<file path="src/rtl/wb_port_arbiter_pkg.sv">
// Shared types and widths for the register-file write path.
// The WB stage, the register file and the writeback arbiter all import these.
package wb_port_arbiter_pkg;

  localparam int DATA_W   = 16;
  localparam int ADDR_W   = 4;
  localparam int NUM_REGS = 1 << ADDR_W;

  typedef enum logic {
    NORMAL = 1'b0,
    FORCE  = 1'b1
  } arb_state_t;

  typedef struct packed {
    logic [ADDR_W-1:0] rd;
    logic [DATA_W-1:0] data;
  } wb_req_t;

endpackage

</file>
<file path="src/rtl/wb_port_arbiter_if.sv">
// Bundle of WB-stage, multi-cycle-unit and register-file signals around the arbiter.
// master = pipeline/mc unit/register file side, slave = arbiter.
interface wb_port_arbiter_if;
  import wb_port_arbiter_pkg::*;

  logic                wb_we;
  logic [ADDR_W-1:0]   wb_rd;
  logic [DATA_W-1:0]   wb_data;
  logic                mc_valid;
  logic [ADDR_W-1:0]   mc_rd;
  logic [DATA_W-1:0]   mc_data;
  logic                mc_ready;
  logic                stall_wb;
  logic                rf_we;
  logic [ADDR_W-1:0]   rf_rd;
  logic [DATA_W-1:0]   rf_data;
  logic [NUM_REGS-1:0] mc_pending;
  logic                waw_err;

  modport master (
    output wb_we, wb_rd, wb_data, mc_valid, mc_rd, mc_data,
    input  mc_ready, stall_wb, rf_we, rf_rd, rf_data, mc_pending, waw_err
  );

  modport slave (
    input  wb_we, wb_rd, wb_data, mc_valid, mc_rd, mc_data,
    output mc_ready, stall_wb, rf_we, rf_rd, rf_data, mc_pending, waw_err
  );

endinterface

</file>
<file path="src/rtl/wb_result_fifo.sv">
// Small FIFO holding multi-cycle results until they win the register-file write port.
// Every slot is exposed with a valid bit so the parent can decode pending registers.
module wb_result_fifo
  import wb_port_arbiter_pkg::*;
#(
  parameter int DEPTH = 2
) (
  input  logic                  clk,
  input  logic                  rst,
  input  logic                  push,
  input  wb_req_t               push_data,
  input  logic                  pop,
  output wb_req_t               head,
  output logic                  full,
  output logic                  empty,
  output wb_req_t [DEPTH-1:0]   entries,
  output logic    [DEPTH-1:0]   entry_valid
);

  localparam int PTR_W = $clog2(DEPTH);

  logic [PTR_W-1:0] wr_ptr_q, wr_ptr_d;
  logic [PTR_W-1:0] rd_ptr_q, rd_ptr_d;
  logic [PTR_W:0]   count_q,  count_d;
  wb_req_t          mem_q [DEPTH];
  logic             do_push, do_pop;

  assign full    = (count_q == (PTR_W+1)'(DEPTH));
  assign empty   = (count_q == '0);
  assign do_push = push && !full;
  assign do_pop  = pop && !empty;
  assign head    = mem_q[rd_ptr_q];

  // NOTE: every signal assigned in always_comb gets a default first; a path
  // that leaves one unassigned would infer a latch.
  always_comb begin
    wr_ptr_d = wr_ptr_q;
    rd_ptr_d = rd_ptr_q;
    count_d  = count_q;
    if (do_push) wr_ptr_d = wr_ptr_q + PTR_W'(1);
    if (do_pop)  rd_ptr_d = rd_ptr_q + PTR_W'(1);
    case ({do_push, do_pop})
      2'b10:   count_d = count_q + (PTR_W+1)'(1);
      2'b01:   count_d = count_q - (PTR_W+1)'(1);
      default: count_d = count_q;
    endcase
  end

  // NOTE: sequential state uses non-blocking (<=) so every flop samples the
  // pre-edge values; blocking (=) here would create order-dependent races.
  always_ff @(posedge clk) begin
    if (rst) begin
      wr_ptr_q <= '0;
      rd_ptr_q <= '0;
      count_q  <= '0;
    end else begin
      wr_ptr_q <= wr_ptr_d;
      rd_ptr_q <= rd_ptr_d;
      count_q  <= count_d;
    end
  end

  // NOTE: the storage array is deliberately not reset; the pointers and count
  // define which slots are meaningful, so stale data is never observed.
  always_ff @(posedge clk) begin
    if (do_push) mem_q[wr_ptr_q] <= push_data;
  end

  always_comb begin
    entry_valid = '0;
    for (int i = 0; i < DEPTH; i++) begin
      logic [PTR_W-1:0] offset;
      offset         = PTR_W'(i) - rd_ptr_q;
      entries[i]     = mem_q[i];
      entry_valid[i] = ({1'b0, offset} < count_q);
    end
  end

endmodule

</file>
<file path="src/rtl/wb_port_arbiter.sv">
// Arbitrates the single register-file write port between WB-stage writeback and
// buffered multi-cycle results, forcing a stall slot once a result waits MAX_WAIT cycles.
module wb_port_arbiter
  import wb_port_arbiter_pkg::*;
#(
  parameter int BUF_DEPTH = 2,
  parameter int MAX_WAIT  = 4
) (
  input logic               clk,
  input logic               rst,
  wb_port_arbiter_if.slave  bus
);

  localparam int WAIT_W = $clog2(MAX_WAIT + 1);

  arb_state_t            state_q, state_d;
  logic [WAIT_W-1:0]     wait_q,  wait_d;
  logic                  rf_we_q,   rf_we_d;
  logic [ADDR_W-1:0]     rf_rd_q,   rf_rd_d;
  logic [DATA_W-1:0]     rf_data_q, rf_data_d;
  logic                  waw_q,     waw_d;

  logic                     fifo_full, fifo_empty, fifo_push, fifo_pop;
  wb_req_t                  fifo_head;
  wb_req_t [BUF_DEPTH-1:0]  fifo_entries;
  logic    [BUF_DEPTH-1:0]  fifo_valid;
  logic    [NUM_REGS-1:0]   pending;
  logic                     grant, waw_hit;
  wb_req_t                  grant_req;

  assign fifo_push = bus.mc_valid && !fifo_full;

  wb_result_fifo #(.DEPTH(BUF_DEPTH)) u_fifo (
    .clk         (clk),
    .rst         (rst),
    .push        (fifo_push),
    .push_data   ('{rd: bus.mc_rd, data: bus.mc_data}),
    .pop         (fifo_pop),
    .head        (fifo_head),
    .full        (fifo_full),
    .empty       (fifo_empty),
    .entries     (fifo_entries),
    .entry_valid (fifo_valid)
  );

  // Pending map is decoded from the stored entries, so it trails push/pop by a cycle.
  always_comb begin
    pending = '0;
    for (int i = 0; i < BUF_DEPTH; i++) begin
      if (fifo_valid[i]) pending[fifo_entries[i].rd] = 1'b1;
    end
  end

  always_ff @(posedge clk) begin
    if (rst) begin
      state_q <= NORMAL;
      wait_q  <= '0;
    end else begin
      state_q <= state_d;
      wait_q  <= wait_d;
    end
  end

  // The wait counter only advances while a buffered head is being refused.
  always_comb begin
    state_d = state_q;
    wait_d  = wait_q;
    case (state_q)
      NORMAL: begin
        if (bus.wb_we && !fifo_empty) wait_d = wait_q + WAIT_W'(1);
        else                          wait_d = '0;
        if (wait_d == WAIT_W'(MAX_WAIT)) state_d = FORCE;
      end
      FORCE: begin
        wait_d  = '0;
        state_d = NORMAL;
      end
      default: begin
        wait_d  = '0;
        state_d = NORMAL;
      end
    endcase
  end

  always_comb begin
    grant     = 1'b0;
    grant_req = '0;
    fifo_pop  = 1'b0;
    waw_hit   = 1'b0;
    if (state_q == FORCE) begin
      if (!fifo_empty) begin
        grant     = 1'b1;
        grant_req = fifo_head;
        fifo_pop  = 1'b1;
      end
    end else if (bus.wb_we) begin
      grant     = 1'b1;
      grant_req = '{rd: bus.wb_rd, data: bus.wb_data};
      waw_hit   = pending[bus.wb_rd] && (bus.wb_rd != '0);
    end else if (!fifo_empty) begin
      grant     = 1'b1;
      grant_req = fifo_head;
      fifo_pop  = 1'b1;
    end

    // R0 writes still consume the slot but never assert the write enable.
    rf_we_d   = grant && (grant_req.rd != '0);
    rf_rd_d   = grant ? grant_req.rd   : rf_rd_q;
    rf_data_d = grant ? grant_req.data : rf_data_q;
    waw_d     = waw_q || waw_hit;
  end

  always_ff @(posedge clk) begin
    if (rst) begin
      rf_we_q   <= 1'b0;
      rf_rd_q   <= '0;
      rf_data_q <= '0;
      waw_q     <= 1'b0;
    end else begin
      rf_we_q   <= rf_we_d;
      rf_rd_q   <= rf_rd_d;
      rf_data_q <= rf_data_d;
      waw_q     <= waw_d;
    end
  end

  assign bus.mc_ready   = !fifo_full;
  assign bus.stall_wb   = (state_q == FORCE);
  assign bus.rf_we      = rf_we_q;
  assign bus.rf_rd      = rf_rd_q;
  assign bus.rf_data    = rf_data_q;
  assign bus.mc_pending = pending;
  assign bus.waw_err    = waw_q;

endmodule
</file>
<file path="src/flat_wrapper.sv">
// flat-port wrapper written by rule: the top's interface ports become plain ports
module wb_port_arbiter_flat import wb_port_arbiter_pkg::*;
#(
  parameter int BUF_DEPTH = 2,
  parameter int MAX_WAIT  = 4
)
  (clk, rst, bus_wb_we, bus_wb_rd, bus_wb_data, bus_mc_valid, bus_mc_rd, bus_mc_data, bus_mc_ready, bus_stall_wb, bus_rf_we, bus_rf_rd, bus_rf_data, bus_mc_pending, bus_waw_err);
  wb_port_arbiter_if bus_i ();
  input logic clk;
  input logic rst;
  input wire logic [$bits(bus_i.wb_we)-1:0] bus_wb_we;
  input wire logic [$bits(bus_i.wb_rd)-1:0] bus_wb_rd;
  input wire logic [$bits(bus_i.wb_data)-1:0] bus_wb_data;
  input wire logic [$bits(bus_i.mc_valid)-1:0] bus_mc_valid;
  input wire logic [$bits(bus_i.mc_rd)-1:0] bus_mc_rd;
  input wire logic [$bits(bus_i.mc_data)-1:0] bus_mc_data;
  output wire logic [$bits(bus_i.mc_ready)-1:0] bus_mc_ready;
  output wire logic [$bits(bus_i.stall_wb)-1:0] bus_stall_wb;
  output wire logic [$bits(bus_i.rf_we)-1:0] bus_rf_we;
  output wire logic [$bits(bus_i.rf_rd)-1:0] bus_rf_rd;
  output wire logic [$bits(bus_i.rf_data)-1:0] bus_rf_data;
  output wire logic [$bits(bus_i.mc_pending)-1:0] bus_mc_pending;
  output wire logic [$bits(bus_i.waw_err)-1:0] bus_waw_err;
  assign bus_i.wb_we = bus_wb_we;
  assign bus_i.wb_rd = bus_wb_rd;
  assign bus_i.wb_data = bus_wb_data;
  assign bus_i.mc_valid = bus_mc_valid;
  assign bus_i.mc_rd = bus_mc_rd;
  assign bus_i.mc_data = bus_mc_data;
  assign bus_mc_ready = bus_i.mc_ready;
  assign bus_stall_wb = bus_i.stall_wb;
  assign bus_rf_we = bus_i.rf_we;
  assign bus_rf_rd = bus_i.rf_rd;
  assign bus_rf_data = bus_i.rf_data;
  assign bus_mc_pending = bus_i.mc_pending;
  assign bus_waw_err = bus_i.waw_err;
  wb_port_arbiter #(.BUF_DEPTH(BUF_DEPTH), .MAX_WAIT(MAX_WAIT)) u_core (.clk(clk), .rst(rst), .bus(bus_i));
endmodule
</file>
<file path="config.mk">
export PLATFORM = sky130hd
export DESIGN_NAME = wb_port_arbiter_flat
export DESIGN_NICKNAME = d
export VERILOG_FILES = /design/src/rtl/wb_port_arbiter_pkg.sv /design/src/rtl/wb_port_arbiter_if.sv /design/src/rtl/wb_result_fifo.sv /design/src/rtl/wb_port_arbiter.sv /design/src/flat_wrapper.sv
export SDC_FILE = /design/constraint.sdc
export NUM_CORES = 1
export LEC_CHECK = 0
export CAP_MARGIN = 0
export CORE_MARGIN = 8
export CORE_UTILIZATION = 44
export CTS_CLUSTER_SIZE = 8
export DETAILED_ROUTE_END_ITERATION = 10
export PLACE_DENSITY_LB_ADDON = 0.08
export SLEW_MARGIN = 10
export SYNTH_ARGS = -nofsm -noshare
export SYNTH_HDL_FRONTEND = slang
export SYNTH_SLANG_ARGS = --single-unit
</file>
<file path="constraint.sdc">
create_clock -name clk -period 2.15 [get_ports clk]
set_clock_uncertainty 0.2 [all_clocks]
set_input_delay 0.43 -clock clk [delete_from_list [all_inputs] [get_ports clk]]
set_output_delay 0.43 -clock clk [all_outputs]
set_load 0.02 [all_outputs]
</file>
Yosys cells after proc, flatten, opt, wreduce, memory -nomap -nowiden --
Memory sizes are Yosys's and may differ from the RTL's. A register that Yosys moved wholly into a read port is not among the register bits. Index checks and enable logic that the tools add are counted.
Word-level totals: bits in registers 30, bits in writable memories 40, input bits 44, output and inout bits 40, word-level logic and storage cells 73, memories 1
Cells by class: add/subtract/negate cells 7, $lt $le $gt $ge 7, equal/unequal tests 4, mux-type cells 28, bitwise logic cells 2, reductions and logical operators 15
Memory list:
- u_core.u_fifo.mem_q | words 2, width 20, read ports 3, clocked after Yosys merged registers in 1, write ports 1, RTL line wb_result_fifo.sv:25 | wb_req_t mem_q [DEPTH];
Operator list (count):
- 2-to-1 mux 20 bit | 3
- 2-to-1 mux 16 bit | 2
- bitwise OR 16 bit | 1
- < comparator 4 x 5 -> 1 bit, second input constant | 3
- 2-to-1 mux 1 bit | 15
- demux 1 bit (select 4 bit) | 2
- greater-or-equal comparator 4 x 1 -> 1 bit, second input constant | 2
- logical AND 1 bit | 8
- nonzero test 4 bit | 2
- 2-to-1 mux 3 bit | 2
- case mux 3 bit (2 select lines) | 1
- binary-select mux 1 bit (select 4 bit) | 1
- equality test 2 bit, second input constant | 2
- < comparator 1 x 2 -> 1 bit | 2
- case mux 2 bit (2 select lines) | 1
- adder 3 x 1 -> 3 bit, second input constant | 1
- equality test 3 bit, second input constant | 1
- adder 1 bit, second input constant | 2
- adder 2 x 1 -> 2 bit, second input constant | 1
- equality test 2 x 1 -> 1 bit, second input constant | 1
- logical NOT 1 bit | 2
- logical NOT 2 bit | 1
- case mux 1 bit (2 select lines) | 1
- nonzero test 2 bit | 1
- other kinds (4) | 5

Depth between registers and ports, before layout --
depth after elaboration 13, mapped depth 9, depth with buffers taken out 7

Cells and area by module --
Synthesis repeated with hierarchy kept, for this count alone.
Second synthesis, totals: cell total of the unflattened synthesis 269, area total of the unflattened synthesis 3296.9 µm²
Modules (own cells, without submodules):
- wb_result_fifo | instances 1, cells each 92, area each 1709.1 µm², sequential area each 1301.2 µm²
- wb_port_arbiter | instances 1, cells each 177, area each 1587.8 µm², sequential area each 520.5 µm²

Worst setup path before layout --
No wires, ideal clock.
path type reg-to-reg, start point reg u_core.u_fifo.count_q[1], end point mem u_core.u_fifo.mem_q[0][0] in the netlist's numbering (enable), setup time 0.397 ns, arrival 1.868 ns, data required time 1.553 ns, slack -0.314 ns, stages on the path, launching flop included 6, buffers on the path 2, period minus slack after synthesis 2.464 ns, cells stage by stage dfxtp_1 buf_2 buf_1 nand2b_1 nand2_1 nor2_1
On the way: longest elaborated chain between the ends 6
RTL lines:
- start, declared | RTL line wb_result_fifo.sv:24 | logic [PTR_W:0] count_q, count_d;
- start signal, assigned | RTL line wb_result_fifo.sv:59 | count_q <= count_d;
- equality test 2 bit * | RTL line wb_result_fifo.sv:28 | assign full = (count_q == (PTR_W+1)'(DEPTH));
- logical NOT 1 bit *
- named net bus_mc_ready | RTL line flat_wrapper.sv:17 | output wire logic [$bits(bus_i.mc_ready)-1:0] bus_mc_ready;
- logical AND 1 bit | RTL line wb_port_arbiter.sv:31 | assign fifo_push = bus.mc_valid && !fifo_full;
- logical AND 1 bit * | RTL line wb_result_fifo.sv:30 | assign do_push = push && !full;
- 2-to-1 mux 1 bit * | RTL line wb_result_fifo.sv:66 | if (do_push) mem_q[wr_ptr_q] <= push_data;
- 2-to-1 mux 1 bit (not written as such) * | RTL line wb_result_fifo.sv:66
- end, declared | RTL line wb_result_fifo.sv:25
The timed path passes the listed nets; every way through them passes the cells marked *.

==> impl_metrics.prom <==
# TYPE chip_impl_metric gauge
chip_impl_metric{name="ir_worst_vdd",unit="mV"} 0.603
chip_impl_info{name="crit_family",value="simple AND/OR/NAND/NOR gates"} 1
chip_impl_metric{name="finalWeightedCongestion",unit=""} 0.859
chip_impl_info{name="crit_chain",value="buf_6 > or4_4 > nand2_2 > buf_6"} 1
chip_impl_metric{name="rows",unit=""} 31
chip_impl_metric{name="power_density",unit="mW/mm2"} 1030
chip_impl_metric{name="timing.slew.headroom",unit="%"} 69.1
chip_impl_metric{name="timing.critical_path.slowest_cell_delay",unit="ns"} 0.54
chip_impl_metric{name="clkSlewWorstSetupHoldPaths",unit="ns"} 0.08
chip_impl_metric{name="initial_util",unit="%"} 45.6
chip_impl_metric{name="async_reset_ff_share",unit="%"} 0
chip_impl_metric{name="synth.net_count",unit=""} 355
chip_impl_metric{name="critPathBufInv",unit=""} 2
chip_impl_metric{name="timing.fmax",unit="GHz"} 0.430
chip_impl_metric{name="core_outline_area",unit="mm2"} 0.00725
chip_impl_metric{name="remaining_drc_errors",unit=""} 0
chip_impl_metric{name="ys_seq_area_share",unit="%"} 55.1
chip_impl_metric{name="synth_enable_flop_cells",unit=""} 40
chip_impl_metric{name="die-height",unit="um"} 103
chip_impl_metric{name="reported_max_cap_violation_count",unit=""} 0
chip_impl_metric{name="synthDistinctLibCells",unit=""} 50
chip_impl_metric{name="io-pin-count",unit=""} 84
chip_impl_metric{name="timing.final.max_slew_violations",unit=""} 0
chip_impl_metric{name="wire_length_reported_by_the_detailed_router",unit="mm"} 9.69
chip_impl_metric{name="required_time_of_the_critical_path",unit="ns"} 1.52
chip_impl_metric{name="clock-sinks",unit=""} 71
chip_impl_metric{name="cts_inserted_buffers",unit=""} 9
chip_impl_metric{name="antenna_found_initial",unit=""} 0
chip_impl_metric{name="synth_warnings",unit=""} 0
chip_impl_metric{name="drive_gt1_share",unit="%"} 32.5
chip_impl_metric{name="finalWorstPathRequiredPeriod",unit="ns"} 2.32
chip_impl_metric{name="fill_cells",unit=""} 533
chip_impl_metric{name="syn2layout_area_growth",unit="%"} 57.2
chip_impl_metric{name="power.sequential.fraction",unit="%"} 34.7
chip_impl_metric{name="num-nets-final",unit=""} 487
chip_impl_metric{name="syn_area_per_cell",unit="um2"} 10.7
chip_impl_metric{name="clk_latency",unit="ns"} 0.35
chip_impl_metric{name="arrival",unit="ns"} 1.69
chip_impl_metric{name="timing.final.hold_violations",unit=""} 0
chip_impl_info{name="status",value="finished with violations"} 1
chip_impl_metric{name="p_int",unit="mW"} 3.46
chip_impl_metric{name="first_global_vias",unit=""} 3083
chip_impl_metric{name="cts-root-to-sink-buffers",unit=""} 2
chip_impl_metric{name="setup_tns",unit="ns"} -1.73
chip_impl_metric{name="post_synth_instance_area",unit="mm2"} 0.00331
chip_impl_info{name="tritoncts_clock_tree",value="built"} 1
chip_impl_metric{name="postSynthCellCount",unit=""} 309
chip_impl_info{name="clockRootBuffer",value="sky130_fd_sc_hd__clkbuf_8"} 1
chip_impl_info{name="crit_type",value="reg2out"} 1
chip_impl_metric{name="drt_first_pass_iters",unit=""} 4
chip_impl_info{name="type_of_destination_of_the_critical_path",value="primary output"} 1
chip_impl_metric{name="placed_wire_length_estimate",unit="mm"} 6.84
chip_impl_metric{name="die_w",unit="um"} 103
chip_impl_metric{name="initialDrtViolationCount",unit=""} 105
chip_impl_metric{name="fin_util",unit="%"} 71.7
chip_impl_metric{name="total_switching_power",unit="mW"} 1.89
chip_impl_metric{name="timing.final.setup_violations",unit=""} 17
chip_impl_metric{name="pnr_worst_setup_slack",unit="ns"} -0.173
chip_impl_metric{name="final_area",unit="mm2"} 0.00520
chip_impl_metric{name="groute.usage.overall",unit="%"} 19.0
chip_impl_metric{name="swShare",unit="%"} 35.3
chip_impl_metric{name="num_antenna_cells",unit=""} 0
chip_impl_info{name="min_path_type",value="reg2reg"} 1
chip_impl_metric{name="maximum_number_of_pins_on_one_net_before_global_route_repair",unit=""} 34
chip_impl_metric{name="routed_wire_length_per_instance",unit="um"} 17.8
chip_impl_metric{name="final_period_utilization",unit="%"} 108
chip_impl_metric{name="worstPathMaxFanout",unit=""} 6
chip_impl_metric{name="htreeDepth",unit=""} 3
chip_impl_info{name="dominant_register_cell_in_the_synthesized_netlist",value="sky130_fd_sc_hd__edfxtp_1"} 1
chip_impl_metric{name="total_global_routing_overflow",unit=""} 0
chip_impl_info{name="critPathMostFrequentCell",value="sky130_fd_sc_hd__buf_6"} 1
chip_impl_metric{name="drt-vias-per-instance",unit=""} 5.37
chip_impl_metric{name="die-area",unit="mm2"} 0.0105
chip_impl_info{name="critPathLaunchType",value="register"} 1
chip_impl_metric{name="total_leakage_power",unit="nW"} 1.94
chip_impl_metric{name="worst-slew-pin-transition",unit="ns"} 0.458
chip_impl_info{name="violations",value="setup timing"} 1
chip_impl_metric{name="share_comb_of_total_power",unit="%"} 43.3
chip_impl_info{name="timing.critical_path.slowest_stage_cell",value="sky130_fd_sc_hd__or4_4"} 1
chip_impl_metric{name="postSynthRegisterBits",unit=""} 71
chip_impl_metric{name="part_of_the_power_in_the_clock_network",unit="%"} 22.0
chip_impl_metric{name="dr_total_vias",unit=""} 2928
chip_impl_metric{name="drt.antenna.violating_nets",unit=""} 0
chip_impl_metric{name="placement.io_buffers",unit=""} 83
chip_impl_metric{name="placedInstanceArea",unit="mm2"} 0.00462
chip_impl_metric{name="grt_pass1_wl",unit="mm"} 15.3
chip_impl_info{name="rsz0062_at_grt",value="yes"} 1
[through the flow]
stage	std cells	setup slack, ns	hold slack, ns	power (mW)
2_1_floorplan	309	0.00586	0.232	3.04
3_3_place_gp	521	-0.285	0.255	3.87
3_5_place_dp	521	-0.341	0.265	3.89
4_1_cts	543	-0.171	0.276	5.31
5_1_grt	545	-0.243	0.290	5.63
6_report	545	-0.173	0.272	5.35
[power groups by stage]
stage,clock (mW),sequential (mW),combinational [mW]
3_5_place_dp,0,1.87,2.03
3_3_place_gp,0,1.85,2.01
5_1_grt,1.26,1.89,2.49
6_report,1.18,1.86,2.31
2_1_floorplan,0,1.93,1.11
4_1_cts,1.20,1.85,2.26
[sequential cells by signal (all words and copies together) (netlist names), named ones only]
name	count
u_core.bus.stall_wb	1
u_core.u_fifo.count_q	2
u_core.u_fifo.rd_ptr_q	1
u_core.bus.rf_data	16
u_core.bus.waw_err	1
u_core.u_fifo.mem_q	40
u_core.u_fifo.wr_ptr_q	1
u_core.bus.rf_rd	4
u_core.bus.rf_we	1
u_core.wait_q	3
[worst reg2reg max path, stage by stage (launching register included)]
cell and delay (ns):
sky130_fd_sc_hd__dfxtp_2 0.34, sky130_fd_sc_hd__buf_6 0.11, sky130_fd_sc_hd__nor2b_4 0.13, sky130_fd_sc_hd__buf_6 0.11
sky130_fd_sc_hd__o211ai_4 0.29, sky130_fd_sc_hd__o22ai_2 0.13, sky130_fd_sc_hd__buf_4 0.15, sky130_fd_sc_hd__mux4_2 0.50
sky130_fd_sc_hd__o2111ai_2 0.11, sky130_fd_sc_hd__o21ai_1 0.08
[cells in the mapped netlist (5+ instances only)]
master,n,share of area (%)
sky130_fd_sc_hd__o21ai_0,5,0.76
sky130_fd_sc_hd__o22ai_1,10,1.9
sky130_fd_sc_hd__edfxtp_1,40,36
sky130_fd_sc_hd__clkbuf_1,14,1.6
sky130_fd_sc_hd__a21oi_1,23,3.5
sky130_fd_sc_hd__nand2_1,49,5.6
sky130_fd_sc_hd__nand2b_1,7,1.3
sky130_fd_sc_hd__nor2_1,13,1.5
sky130_fd_sc_hd__dfxtp_1,31,19
sky130_fd_sc_hd__inv_1,8,0.91
sky130_fd_sc_hd__o211ai_1,20,4.5
sky130_fd_sc_hd__mux2i_1,18,5.4
[path summary, 6_finish.rpt]
check                                   from  depth (start not counted)  slack [ns]                  end
hold reg to reg          u_core.bus.rf_rd[1]                          2        0.27  u_core.bus.rf_rd[1]
setup / recovery  u_core.u_fifo.mem_q[1][16]                          4       -0.17    bus_mc_pending[8]
hold / removal           u_core.bus.rf_rd[1]                          2        0.27  u_core.bus.rf_rd[1]
setup reg to reg    u_core.u_fifo.count_q[0]                          9       -0.10   u_core.bus.waw_err
[area by class of cell]
type	count	area [um2]	share of cell area, %
well taps	99	124	2.38
inverters	8	30.0	0.577
repair buffers	143	1400	27.0
flip-flops and latches	71	1820	35.1
clock inverters	7	96.3	1.85
clock buffers	9	124	2.38
multi-input cells	208	1600	30.7
[placed cells by master, fill, tap and decap left out, types with 3 or more instances in the layout]
cell	netlist	layout
sky130_fd_sc_hd__clkdlybuf4s50_1	0	66
sky130_fd_sc_hd__buf_4	0	44
sky130_fd_sc_hd__edfxtp_1	40	40
sky130_fd_sc_hd__nand2_1	49	39
sky130_fd_sc_hd__dfxtp_1	31	29
sky130_fd_sc_hd__buf_6	2	27
sky130_fd_sc_hd__a21oi_1	23	22
sky130_fd_sc_hd__o211ai_1	20	20
sky130_fd_sc_hd__mux2i_1	18	18
sky130_fd_sc_hd__nor2_1	13	11
sky130_fd_sc_hd__nand2_2	0	10
sky130_fd_sc_hd__clkbuf_8	0	9
sky130_fd_sc_hd__inv_1	8	8
sky130_fd_sc_hd__nand2b_1	7	5
sky130_fd_sc_hd__o22ai_4	0	5
sky130_fd_sc_hd__buf_12	0	5
sky130_fd_sc_hd__or3_4	0	4
sky130_fd_sc_hd__or4_4	0	4
sky130_fd_sc_hd__o21ai_0	5	4
sky130_fd_sc_hd__o22ai_2	0	4
sky130_fd_sc_hd__nor4_1	4	4
sky130_fd_sc_hd__a211o_1	4	4
sky130_fd_sc_hd__nand3_1	3	3
sky130_fd_sc_hd__and3_1	3	3
sky130_fd_sc_hd__xor2_1	3	3
[logic make-up (layout without fill, tap and decap cells)]
logic type | after synthesis | count (layout) | synth area share, %
AND/OR/NAND/NOR | 99 | 99 | 15.0
AO/OA/AOI/OAI | 82 | 82 | 17.4
flip-flops | 71 | 71 | 55.1
buffers and inverters | 30 | 167 | 3.97
multiplexers | 20 | 20 | 6.47
XOR/XNOR | 5 | 5 | 1.32
adder cells (fa/ha/maj) | 2 | 2 | 0.757
[repair_timing]
action                     in CTS  in global routing
pin swaps                      14                 11
resized for setup             140                 17
setup endpoints to repair      18                 18
setup buffers                   6                  3
hold buffers                    0                  0
[routing by layer]
layer,GRT usage (%),part of all wire [%],vias up
met5,0,0,-
met4,9.03,2.3,0
met3,4.93,5.6,15
met2,32.6,50,95
met1,21.6,42,1400
li1,-,-,1418
Note: power is estimated with default switching activity, not from simulation.
